--- src/rtl/mem_arb_pkg.sv ---
// rtl/mem_arb_pkg.sv - shared types and constants for the memory port arbiter
`ifndef ALEN
`define ALEN 32
`endif
`ifndef XLEN
`define XLEN 32
`endif

package mem_arb_pkg;

  typedef struct packed {
    logic                    valid;
    logic [`ALEN-1:0]        pc;
    logic [1:0][`XLEN-1:0]   inst;
  } If_id_pkt_t;

  typedef enum logic [1:0] {
    ARB_IDLE  = 2'd0,
    ARB_ISSUE = 2'd1,
    ARB_WAIT  = 2'd2
  } arb_state_t;

  // Consecutive LS grants tolerated while fetch is waiting.
  localparam logic [2:0] STARVE_LIMIT = 3'd4;

endpackage

--- src/rtl/mem_arb_pick.sv ---
// rtl/mem_arb_pick.sv - fetch/LS arbitration with starvation counter
module mem_arb_pick
  import mem_arb_pkg::*;
(
  input  logic clk,
  input  logic rst,
  input  logic arb_en,
  input  logic if_req,
  input  logic if_flush,
  input  logic ls_req,
  output logic grant_if,
  output logic grant_ls
);

  logic [2:0] starve_cnt;
  logic       fetch_ok;
  logic       starved;

  // A flush in the grant cycle withdraws fetch, letting LS take the slot.
  always_comb begin
    fetch_ok = if_req && !if_flush;
    starved  = (starve_cnt == STARVE_LIMIT);
    grant_if = 1'b0;
    grant_ls = 1'b0;
    if (arb_en) begin
      if (fetch_ok && (starved || !ls_req)) begin
        grant_if = 1'b1;
      end else if (ls_req) begin
        grant_ls = 1'b1;
      end
    end
  end

  always_ff @(posedge clk) begin
    if (rst) begin
      starve_cnt <= 3'd0;
    end else if (grant_if) begin
      starve_cnt <= 3'd0;
    end else if (grant_ls && if_req && !starved) begin
      starve_cnt <= starve_cnt + 3'd1;
    end
  end

endmodule

--- src/rtl/mem_arb.sv ---
// rtl/mem_arb.sv - shares one memory port between instruction fetch and load/store
module mem_arb
  import mem_arb_pkg::*;
(
  input  logic                  clk,
  input  logic                  rst,
  input  logic                  if_req,
  input  logic [`ALEN-1:0]      if_addr,
  input  logic                  if_flush,
  output logic                  if_valid,
  output logic [1:0][`XLEN-1:0] if_inst,
  output logic                  if_busy,
  input  logic                  ls_req,
  input  logic                  ls_we,
  input  logic [`ALEN-1:0]      ls_addr,
  input  logic [`XLEN-1:0]      ls_wdata,
  output logic                  ls_ack,
  output logic [`XLEN-1:0]      ls_rdata,
  output logic                  mem_req,
  output logic                  mem_we,
  output logic [`ALEN-1:0]      mem_addr,
  output logic [`XLEN-1:0]      mem_wdata,
  input  logic                  mem_ready,
  input  logic                  mem_rvalid,
  input  logic [1:0][`XLEN-1:0] mem_rdata
);

  arb_state_t state;
  logic       owner_if;
  logic       drop;
  logic       grant_if;
  logic       grant_ls;
  logic       arb_en;

  assign arb_en  = (state == ARB_IDLE);
  assign if_busy = if_req && !if_valid;

  mem_arb_pick u_pick (
    .clk      (clk),
    .rst      (rst),
    .arb_en   (arb_en),
    .if_req   (if_req),
    .if_flush (if_flush),
    .ls_req   (ls_req),
    .grant_if (grant_if),
    .grant_ls (grant_ls)
  );

  always_ff @(posedge clk) begin
    if (rst) begin
      state     <= ARB_IDLE;
      owner_if  <= 1'b0;
      drop      <= 1'b0;
      mem_req   <= 1'b0;
      mem_we    <= 1'b0;
      mem_addr  <= '0;
      mem_wdata <= '0;
      if_valid  <= 1'b0;
      if_inst   <= '0;
      ls_ack    <= 1'b0;
      ls_rdata  <= '0;
    end else begin
      if_valid <= 1'b0;
      ls_ack   <= 1'b0;
      case (state)
        ARB_IDLE: begin
          drop <= 1'b0;
          if (grant_if) begin
            owner_if  <= 1'b1;
            mem_addr  <= if_addr;
            mem_we    <= 1'b0;
            mem_wdata <= '0;
            mem_req   <= 1'b1;
            state     <= ARB_ISSUE;
          end else if (grant_ls) begin
            owner_if  <= 1'b0;
            mem_addr  <= ls_addr;
            mem_we    <= ls_we;
            mem_wdata <= ls_wdata;
            mem_req   <= 1'b1;
            state     <= ARB_ISSUE;
          end
        end
        ARB_ISSUE: begin
          if (owner_if && if_flush) drop <= 1'b1;
          if (mem_ready) begin
            mem_req <= 1'b0;
            state   <= ARB_WAIT;
          end
        end
        ARB_WAIT: begin
          if (owner_if && if_flush) drop <= 1'b1;
          if (mem_rvalid) begin
            state <= ARB_IDLE;
            // A flush landing with the response still kills it.
            if (owner_if) begin
              if (!(drop || if_flush)) begin
                if_valid <= 1'b1;
                if_inst  <= mem_rdata;
              end
            end else begin
              ls_ack   <= 1'b1;
              ls_rdata <= mem_we ? '0 : mem_rdata[0];
            end
          end
        end
        default: state <= ARB_IDLE;
      endcase
    end
  end

endmodule

--- config.mk ---
export PLATFORM = sky130hd
export DESIGN_NAME = mem_arb
export DESIGN_NICKNAME = d
export VERILOG_FILES = /design/src/rtl/mem_arb_pkg.sv /design/src/rtl/mem_arb_pick.sv /design/src/rtl/mem_arb.sv
export SDC_FILE = /design/constraint.sdc
export NUM_CORES = 1
export LEC_CHECK = 0
export ABC_AREA = 1
export BUFFER_PORTS_ARGS = -buffer_cell sky130_fd_sc_hd__buf_2
export CORE_UTILIZATION = 41
export DETAILED_ROUTE_END_ITERATION = 8
export MAX_ROUTING_LAYER = met4
export PLACE_DENSITY_LB_ADDON = 0.1
export SLEW_MARGIN = 20
export SYNTH_ARGS = -nofsm -noshare
export SYNTH_HDL_FRONTEND = slang
export SYNTH_SLANG_ARGS = --single-unit
--- constraint.sdc ---
create_clock -name clk -period 1.44 [get_ports clk]
set_clock_uncertainty 0.1 [all_clocks]
set_input_delay 0.288 -clock clk [delete_from_list [all_inputs] [get_ports clk]]
set_output_delay 0.288 -clock clk [all_outputs]
set_load 0.01 [all_outputs]
==> summary.md, run 1 <==
| Metric | Value |
|---|---|
| Status | `finished, violations left` |
| Failing checks | `setup timing` |
| Post-synthesis adder-cell area fraction | `less than 1%` |
| Simple-gate share of the synthesized area | `about 29%` |
| Final #Nets | `1509` |
| GRT Overall Usage | `25.5%` |
| Drt pass-1 iters | `4` |
| Most frequent cells in the layout | `buf_2 (332), dfxtp_1 (167), nor2_1 (158)` |
| ANT nets after route | `0` |
| Switching fraction of total power | `between 30% and 40%` |
| Worst Path Required | `1.66 ns` |
| Net Switching | `between 4 and 5 mW` |
| Cell Area, Synth | `around 6600 um2` |
| Peak VDD IR | `between 0.7 and 0.8 mV` |
| Root buf cell | `clkbuf_16` |
| Fillcell total | `1293` |
| Synthesis Warnings | `0` |
| Die height | `around 130 um` |
| Pre-CTS setup slack | `-0.120 ns` |
| Fin Hold WS | `approximately 0.0033 ns` |
| TritonCTS clock tree | `built` |
| Final period utilization | `104%` |
| Crit Path Class | `reg -> reg` |
| Achievable frequency | `roughly 0.66 GHz` |
| Detailed Route Iter0 Violations | `roughly 420` |
| Die area | `approximately 17000 um2` |
| Layout area overhead | `69.3%` |
| Most common cell after layout, fill and taps aside | `buf_2` |
| CP Data Arrival Time | `about 1.7 ns` |
| Setup_tns | `-4.26 ns` |
| Final setup violation count | `133` |
| Worst-path clk slew | `roughly 0.07 ns` |
| # rows | `46` |
| H-tree depth | `4` |
| Syn Nets | `around 1100` |
| Register area | `3430 um2` |
| Io pins | `about 330` |
| Width of the die | `~130 um` |
| Latest clock arrival within the worst-skew pair | `around 0.42 ns` |
| Vias in the first global route | `approximately 6400` |
| Dpl hpwl | `around 14 mm` |
| DR vias | `between 7000 and 8000` |
| Avg Cell Area, Syn | `7.27 um2` |
| Grt ovf | `0` |
| Compound-Gate Fraction of Synth Area | `about 11%` |
| Starting Density | `between 40% and 50%` |
| Overall routed net length | `between 20 and 25 mm` |
| Area of the multi-input gates | `approximately 3300 um2` |
| Startpoint Class | `flip-flop` |
| First-pass GRT wire length | `~32 mm` |
| Slew headroom | `75.2%` |
| PortBufs | `between 300 and 400` |
| Fin crit period | `around 1.5 ns` |
| Initial antenna violation count | `1` |
| WL per Instance | `~14 um` |
| RSZ-0062 raised after global routing | `true` |
| Crit-path max FO | `7` |
| Clock Sinks | `171` |
| Cell variety after synth | `24` |
| CTS Buf Count | `17` |
| Pwr/cell area | `~1300 nW/um2` |
| Vias per cell | `roughly 4.7` |
| Register area share after synthesis | `51.7%` |
| Largest net degree at the start of global routing | `37` |
| Mux cell area share after synthesis | `0%` |
| Sequential power share | `37.5%` |
| Hold Path Class | `in -> reg` |
| DRC viols | `0` |
| Max cap viols | `0` |
| Clock Tree Buf Depth | `2` |
| FF+latch count, synth | `171` |
| Combinational share of power | `approximately a third` |
| Max Transition Viols Final | `0` |
| Largest family of logic cells by synthesized area | `simple AND/OR/NAND/NOR gates` |
| Slew @ Worst Pin | `about 0.37 ns` |
| Xor/xnor share of the synthesized area | `0.132%` |
| Power Internal | `10.2 mW` |
| Gpl congestion | `0.805` |
| Final worst-path setup slack | `-0.0646 ns` |
| Share of layout cells above drive strength 1 | `between 40 and 50%` |
| Cells after Synth | `roughly 900` |
| Leak | `5.49 nW` |
| Endpoints failing hold | `0` |
| Clock share of power | `between 30 and 40%` |
| Crit. End Element | `flip-flop` |
| CORE AREA | `about 16000 um2` |
worst paths after layout:
kind                                     end  slack, ns  cells after the start                 start
worst max-delay path            mem_addr[19]      -0.06                     10  u_pick.starve_cnt[1]
worst min-delay path             if_inst[47]      0.003                      3         mem_rdata[47]
worst max register to register  mem_addr[19]      -0.06                     10  u_pick.starve_cnt[1]
worst min register to register  mem_wdata[7]       0.36                      2          mem_wdata[7]
state kept, by name, indices dropped and copies added (netlist names):
register,flops
if_inst,64
ls_rdata,32
mem_addr,32
mem_wdata,32
u_pick.starve_cnt,3
state,2
drop,1
if_valid,1
ls_ack,1
mem_req,1
mem_we,1
owner_if,1
metal layers:
metal  vias to the layer above  share of wire (%)  global-route usage, %
met1                      3360                 43                   31.4
met5                         -                  0                      -
met2                       270                 49                   40.5
li1                       3738                  -                      -
met3                        40                5.9                   5.62
met4                         0                2.4                   10.1
stage by stage:
stage | instances | total power, mW | utilization, % | instance area, um2
5_1_grt | 1566 | 15.9 | 70.8 | 11200
3_5_place_dp | 1448 | 9.49 | 55.8 | 8830
6_report | 1568 | 15.1 | 70.8 | 11200
2_1_floorplan | 910 | 7.90 | - | 6620
4_1_cts | 1556 | 14.8 | 66.1 | 10500
3_3_place_gp | 1448 | 9.46 | 55.8 | 8830
cell families after synthesis:
logic type / Yosys count
and+or+nand+nor: 480
DFF: 171
AOI/OAI and AO/OA: 143
buffers and inverters: 110
adders and majority gates: 5
xor gates and xnor gates: 1
Yosys cell counts:
library cell  number  area share [%]
nand3_2            1            0.15
buf_1              1           0.057
o211ai_1           1            0.11
buf_4              9             1.0
nand2_2            3            0.28
a21oi_1           43             3.3
nand4_2            1            0.19
buf_6              2            0.34
nand4_1            1           0.095
dfxtp_1          171              52
nor2_1           232              13
nor2_2             1           0.095
clkinv_1           1           0.057
buf_2             23             1.7
inv_2              2            0.11
inv_1             49             2.8
nand3_1           65             4.9
o21ai_0           90             6.8
clkbuf_1          23             1.3
o21ai_1            9            0.68
ha_1               5            0.95
nand2_1          175             9.9
xor2_1             1            0.13
nor3_2             1            0.15
timing repair:
| action | CTS | global route |
|---|---|---|
| endpoints found under the hold margin | 59 | 0 |
| setup buffers | 12 | 2 |
| setup endpoints to repair | 165 | 159 |
| resized for setup | 97 | 199 |
| gates cloned | 6 | 8 |
| pin swaps | 10 | 18 |
| hold buffers | 59 | 0 |
critical path, cell delays in order (launching register included):
cell       delay (ns)
dfxtp_2          0.32
inv_2            0.07
ha_4             0.13
nand2_2          0.06
nand2_2          0.09
nand3_4          0.17
inv_8            0.14
clkbuf_16        0.16
nand2_2          0.04
nand3_1          0.06
nor2_1           0.05
power groups by stage:
stage	Sequential (mW)	Clock, mW	Combinational [mW]
after CTS	5.65	4.70	4.41
after global placement	5.70	0	3.75
final	5.67	4.61	4.84
after floorplan	6.00	0	1.90
after global routing	5.74	4.90	5.29
after detailed placement	5.72	0	3.78
area by class of cell:
| type | instances | share of cell area [%] |
|---|---|---|
| Tap cell | 216 | 2.41 |
| Inverter | 52 | 1.99 |
| Clock buffer | 18 | 3.92 |
| Antenna cell | 3 | 0.0670 |
| Clock inverter | 14 | 1.38 |
| Sequential cell | 171 | 30.6 |
| Timing Repair Buffer | 465 | 29.9 |
| Multi-Input combinational cell | 629 | 29.7 |
Note: power is estimated with default switching activity, not from simulation.
==> inputs of run 2 (changes only) <==
--- a/config.mk
+++ b/config.mk
@@ -11,6 +11,7 @@
 export DETAILED_ROUTE_END_ITERATION = 8
 export MAX_ROUTING_LAYER = met4
 export PLACE_DENSITY_LB_ADDON = 0.1
+export RECOVER_POWER = 100
 export SLEW_MARGIN = 20
 export SYNTH_ARGS = -nofsm -noshare
 export SYNTH_HDL_FRONTEND = slang
==> summary.md, run 2 (synthesis gave the netlist of run 1 again) <==
| Metric | Value |
|---|---|
| Detailed Route Iter0 Violations | `369 (-12%)` |
| Peak VDD IR | `0.747 mV (+0.15%)` |
| PortBufs | `332 (unchanged)` |
| Post-placement cell area | `8830 um2 (unchanged)` |
| Crit-path max FO | `8 (+1)` |
| Clock share of power | `30.8% (+0.3 points)` |
| Clock Sinks | `171 (unchanged)` |
| Reg2Reg Depth | `8 (-2)` |
| Endpoints failing hold | `0 (unchanged)` |
| CORE AREA | `15800 um2 (unchanged)` |
| GRT Overall Usage | `25.5% (unchanged)` |
| Largest register FFs | `64 (unchanged)` |
| CTS Buf Count | `17 (unchanged)` |
| H-tree depth | `4 (unchanged)` |
| Crit-path cells | `inv_4 -> ha_4 -> nand4_4 -> buf_6 -> clkinv_8 -> clkbuf_16 -> nor2_4 -> nor2_1` |
| Register area | `3430 um2 (unchanged)` |
| CP Data Arrival Time | `1.72 ns (about the same)` |
| Clock Tree Buf Depth | `2 (unchanged)` |
| Sequential power share | `38.0% (+0.5 points)` |
| Crit Path Class | `reg -> reg` |
| Power Internal | `10.0 mW (-1.5%)` |
| Slew @ Worst Pin | `0.374 ns (+0.00204 ns)` |
| DRC viols | `0 (unchanged)` |
| Final period utilization | `104% (-0.23 points)` |
| Share of layout cells above drive strength 1 | `33.1% (-12 points)` |
| Overall routed net length | `22.4 mm (about the same)` |
| Failing checks | `setup timing` |
| WL per Instance | `14.3 um (about the same)` |
| Combinational share of power | `31.2% (-0.8 points)` |
| Fin crit period | `1.50 ns (-0.00324 ns)` |
| GRT met3 Usage | `5.62% (unchanged)` |
| Drt pass-1 iters | `4 (unchanged)` |
| Grt ovf | `0 (unchanged)` |
| Fillcell total | `1376 (+6.4%)` |
| Layout area overhead | `66.2%` |
| Io pins | `333 (unchanged)` |
| Max Transition Viols Final | `0 (unchanged)` |
| Met1 GRT Util | `31.4% (unchanged)` |
| # rows | `46 (unchanged)` |
| Met2 Use GR | `40.5% (unchanged)` |
| Most common cell after layout, fill and taps aside | `buf_2` |
| Die height | `129 um (unchanged)` |
| Max cap viols | `0 (unchanged)` |
| Final setup violation count | `133 (unchanged)` |
| Cell count of the worst hold path | `3 (unchanged)` |
| Worst path max stage delay | `0.35 ns (+0.03 ns)` |
| Largest net degree at the start of global routing | `37 (unchanged)` |
| Vias per cell | `4.73 (about the same)` |
| Pwr/cell area | `1360 nW/um2 (+0.91%)` |
| Total Power | `15.0 mW (-0.97%)` |
| RSZ-0062 raised after global routing | `true` |
| Hold Path Class | `in -> reg` |
| Most used routing layer | `met2` |
| Final #Nets | `1509 (unchanged)` |
| Slew headroom | `75.1% (-0.14 points)` |
| DR vias | `7412 (+0.054%)` |
| Dpl hpwl | `13.8 mm (unchanged)` |
| Crit. End Element | `flip-flop` |
| Starting Density | `41.8% (unchanged)` |
| Achievable frequency | `0.666 GHz (+0.22%)` |
| First-pass GRT wire length | `32.2 mm (unchanged)` |
| ANT nets after route | `0 (unchanged)` |
| Final worst-path setup slack | `-0.0614 ns (+0.00324 ns)` |
| Initial antenna violation count | `1 (unchanged)` |
| Worst Path Required | `1.66 ns (about the same)` |
| Design area | `11000 um2 (-1.9%)` |
| Gpl congestion | `0.805 (unchanged)` |
| Most frequent cells in the layout | `buf_2 (168), dfxtp_1 (167), nor2_1 (158)` |
| Width of the die | `129 um (unchanged)` |
| Worst-path clk slew | `0.07 ns (about the same)` |
| Startpoint Class | `flip-flop` |
| Switching fraction of total power | `33.2% (+0.38 points)` |
| Root buf cell | `clkbuf_16` |
| Area of the multi-input gates | `3320 um2 (-0.15%)` |
| Net Switching | `4.98 mW (+0.18%)` |
| Vias in the first global route | `6441 (unchanged)` |
| Status | `finished, violations left` |
| Leak | `4.82 nW (-12%)` |
| TritonCTS clock tree | `built` |
| Die area | `16700 um2 (unchanged)` |
| Slowest CP cell | `dfxtp_2` |
| Biggest register | `if_inst` |
| Latest clock arrival within the worst-skew pair | `0.42 ns (about the same)` |
-- run 2: area by class of cell --
class | instances | area share [%]
Multi-Input combinational cell | 629 | 30.2
Timing Repair Buffer | 465 | 28.7
Inverter | 52 | 2.02
Clock buffer | 18 | 3.99
Sequential cell | 171 | 31.2
Clock inverter | 14 | 1.41
Tap cell | 216 | 2.46
Antenna cell | 3 | 0.0682
-- run 2: path summary, 6_finish.rpt --
| kind | start | to | slack, ns |
|---|---|---|---|
| max | state[0] | if_inst[48] | -0.06 |
| min reg2reg | mem_wdata[7] | mem_wdata[7] | 0.36 |
| max reg2reg | state[0] | if_inst[48] | -0.06 |
| min | mem_rdata[47] | if_inst[47] | 0.005 |
-- run 2: power groups by stage --
stage          clock [mW]  combinational [mW]  sequential, mW
2_1_floorplan           0                1.90            6.00
3_3_place_gp            0                3.75            5.70
3_5_place_dp            0                3.78            5.72
4_1_cts              4.70                4.41            5.65
5_1_grt              4.90                5.13            5.76
6_report             4.61                4.67            5.69
-- run 2: worst max-delay path: cells and delay by family (launching register included) --
| kind | cells | cell delay (ns) |
|---|---|---|
| flops | 1 | 0.35 |
| buf+inv | 4 | 0.50 |
| fa+ha+maj | 1 | 0.17 |
| simple gates | 3 | 0.27 |
-- run 2: timing repair --
action                                 in CTS  in global routing
setup endpoints to repair                 165                159
gates resized for setup                    97                199
pin swaps                                  10                 18
hold buffers                               59                  0
gates cloned                                6                  8
endpoints found under the hold margin      59                  0
buffers inserted                           12                  2
-- run 2: metrics by stage --
stage / worst slack (ns) / hold slack [ns] / std cells / util, % / setup TNS [ns]
floorplan: -0.00363 / 0.257 / 910 / - / -0.109
global placement: -0.0934 / 0.342 / 1448 / 55.8 / -9.44
detailed placement: -0.120 / 0.348 / 1448 / 55.8 / -12.93
CTS: -0.0550 / 0.000107 / 1556 / 66.1 / -1.39
global route: -0.135 / 0.00390 / 1566 / 69.5 / -15.26
finish: -0.0614 / 0.00521 / 1568 / 69.5 / -4.34
-- run 2: routing by layer --
layer  share of wire (%)  vias up
li1                    -     3742
met1                  43     3367
met2                  48      261
met3                 6.2       42
met4                 2.6        0
met5                   0        -
==> inputs of run 3 (changes only) <==
--- a/config.mk
+++ b/config.mk
@@ -7,8 +7,9 @@
 export LEC_CHECK = 0
 export ABC_AREA = 1
 export BUFFER_PORTS_ARGS = -buffer_cell sky130_fd_sc_hd__buf_2
-export CORE_UTILIZATION = 41
+export CORE_AREA = 2 2 128 130
 export DETAILED_ROUTE_END_ITERATION = 8
+export DIE_AREA = 0 0 130 132
 export MAX_ROUTING_LAYER = met4
 export PLACE_DENSITY_LB_ADDON = 0.1
 export RECOVER_POWER = 100
==> constraint.sdc (replaced) <==
create_clock -name clk -period 1.74 [get_ports clk]
set_clock_uncertainty 0.1 [all_clocks]
set_input_delay 0.348 -clock clk [delete_from_list [all_inputs] [get_ports clk]]
set_output_delay 0.348 -clock clk [all_outputs]
set_load 0.01 [all_outputs]
==> summary.md, run 3 (synthesis gave the netlist of run 1 again) <==
| Metric | Value |
|---|---|
| Clock Tree Buf Depth | `2 (unchanged)` |
| Largest register FFs | `64 (unchanged)` |
| Metal-1 WL | `8.43 mm (-13%)` |
| Most frequent cells in the layout | `nor2_1 (232), nand2_1 (175), dfxtp_1 (171)` |
| Reg2reg start | `state[0]` |
| Clock share of power | `33.3% (+2.5 points)` |
| Switching fraction of total power | `32.2% (-1.1 points)` |
| Sequential power share | `41.7% (+3.7 points)` |
| Gpl congestion | `0.830 (+3.2%)` |
| Hold Path Class | `in -> reg` |
| Crit path launch | `state[0]` |
| Fin crit period | `1.61 ns (+0.105 ns)` |
| Net Switching | `3.61 mW (-28%)` |
| Final worst-path setup slack | `0.133 ns (+0.195 ns)` |
| Drt pass-1 iters | `4 (unchanged)` |
| Leak | `3.92 nW (-19%)` |
| Most common cell after layout, fill and taps aside | `nor2_1` |
| Power Internal | `7.61 mW (-24%)` |
| Status | `finished clean` |
| Detail Route met2 WL | `9.45 mm (-13%)` |
| RSZ-0062 raised after global routing | `true` |
| Post-placement cell area | `8540 um2 (-3.3%)` |
| Latest clock arrival within the worst-skew pair | `0.41 ns (about the same)` |
| Overall routed net length | `19.4 mm (-13%)` |
| Max cap viols | `0 (unchanged)` |
| Non-Filler Instances | `1454 (-7.3%)` |
| Dpl hpwl | `13.6 mm (-1.7%)` |
| CTS Buf Count | `17 (unchanged)` |
| Share of layout cells above drive strength 1 | `18.4% (-15 points)` |
| CORE AREA | `15700 um2 (-0.73%)` |
| Io pins | `333 (unchanged)` |
| Pre-CTS setup slack | `0.0285 ns (+0.148 ns)` |
| First-pass GRT wire length | `30.8 mm (-4.3%)` |
| DRC viols | `0 (unchanged)` |
| Clock Sinks | `171 (unchanged)` |
| ANT nets after route | `0 (unchanged)` |
| Reg2Reg Depth | `7 (-1)` |
| Design area | `8930 um2 (-19%)` |
| Total Power | `11.2 mW (-25%)` |
| DR vias | `6759 (-8.8%)` |
| Vias in the first global route | `6188 (-3.9%)` |
| Cell count of the worst hold path | `3 (unchanged)` |
| Worst-path clk slew | `0.07 ns (about the same)` |
| Pwr/cell area | `1260 nW/um2 (-7.7%)` |
| Detailed Route Iter0 Violations | `320 (-13%)` |
| Width of the die | `130 um (+0.72%)` |
| DP Cell Count | `1421 (-1.9%)` |
| Fin Hold WS | `0.0736 ns (+0.0684 ns)` |
| Slew headroom | `75.2% (+0.14 points)` |
| Crit Path Class | `reg -> reg` |
| Hold wc startpoint | `mem_rdata[49]` |
| Grt ovf | `0 (unchanged)` |
| Vias per cell | `4.65 (-1.7%)` |
| Starting Density | `42.1% (+0.31 points)` |
| Largest net degree at the start of global routing | `66 (+78%)` |
| Crit. End Element | `flip-flop` |
| Max Transition Viols Final | `0 (unchanged)` |
| Die area | `17200 um2 (+3.0%)` |
| DR top layer | `met4` |
| Startpoint Class | `flip-flop` |
| Final period utilization | `92.3% (-12 points)` |
| Layout area overhead | `34.9%` |
| PortBufs | `332 (unchanged)` |
| Met3 WL | `1.24 mm (-11%)` |
| H-tree depth | `4 (unchanged)` |
| Worst Path Required | `1.94 ns (+0.28 ns)` |
| Postcts setup bufs | `0 (-12)` |
| Slew @ Worst Pin | `0.372 ns (-0.00160 ns)` |
| WL per Instance | `13.4 um (-6.6%)` |
| CP Data Arrival Time | `1.81 ns (+0.09 ns)` |
| Die height | `132 um (+2.3%)` |
| # rows | `46 (unchanged)` |
| Initial antenna violation count | `1 (unchanged)` |
| TritonCTS clock tree | `built` |
| Final #Nets | `1397 (-7.4%)` |
| Final setup violation count | `0 (-100%)` |
| Crit-path max FO | `6 (-2)` |
| Peak VDD IR | `0.740 mV (-0.95%)` |
| Combinational share of power | `25.0% (-6.2 points)` |
| Endpoints failing hold | `0 (unchanged)` |
| Achievable frequency | `0.622 GHz (-6.5%)` |
| Biggest register | `if_inst` |
| Root buf cell | `clkbuf_16` |
| GRT Overall Usage | `22.9% (-2.6 points)` |
-- run 3: cell count changes in the layout (fill, tap and decap cells not counted), moves of 16 or more --
cell	delta
buf_4	-16
nand2_2	-18
nor2_2	-48
nor2_4	-26
o21ai_2	-37
nand2_1	+21
nor2_1	+74
o21ai_0	+63
dlygate4sd3_1	-59
o21ai_1	-26
-- run 3: worst paths after layout --
| check | slack (ns) | to |
|---|---|---|
| worst max-delay path | 0.13 | u_pick.starve_cnt[2] |
| worst min-delay path | 0.07 | if_inst[49] |
| worst max register to register | 0.13 | u_pick.starve_cnt[2] |
| worst min register to register | 0.36 | mem_wdata[21] |
-- run 3: per-layer routing --
| metal | GRT usage [%] | up-vias |
|---|---|---|
| met4 | 7.23 | 0 |
| li1 | - | 3491 |
| met1 | 28.6 | 3017 |
| met3 | 5.15 | 20 |
| met2 | 36.8 | 231 |
| met5 | - | - |
-- run 3: final cells by class --
| cell class | count | area (um2) |
|---|---|---|
| Tap cell | 216 | 270 |
| Sequential cell | 171 | 3420 |
| Fill cell | 1674 | 6780 |
| Timing Repair Buffer | 353 | 1750 |
| Clock buffer | 20 | 437 |
| Inverter | 52 | 196 |
| Multi-Input combinational cell | 629 | 2720 |
| Antenna cell | 1 | 2.50 |
| Clock inverter | 12 | 138 |
-- run 3: worst max-delay path, stage by stage, from the launching register on --
cell,delay [ns]
dfxtp_1,0.31
inv_1,0.10
ha_2,0.27
nand2_2,0.15
nor3_2,0.30
inv_1,0.13
nand2_1,0.07
a21oi_1,0.06
-- run 3: through the flow --
step           setup TNS [ns]  util (%)
5_1_grt               -0.0266      56.9
3_3_place_gp                0      54.4
2_1_floorplan               0         -
6_report                    0      56.9
3_5_place_dp                0      54.4
4_1_cts                     0      58.0
-- run 3: power groups by stage --
stage	clock network, mW	registers (mW)	logic (mW)
floorplan	0	4.97	1.57
global placement	0	4.73	2.89
detailed placement	0	4.75	2.92
CTS	3.82	4.66	2.92
global route	3.99	4.74	3.18
finish	3.74	4.67	2.81
-- run 3: what timing repair did --
| item | CTS | global route |
|---|---|---|
| resized for setup | 0 | 5 |
| setup endpoints to repair | 0 | 62 |
| hold buffers | 0 | 0 |
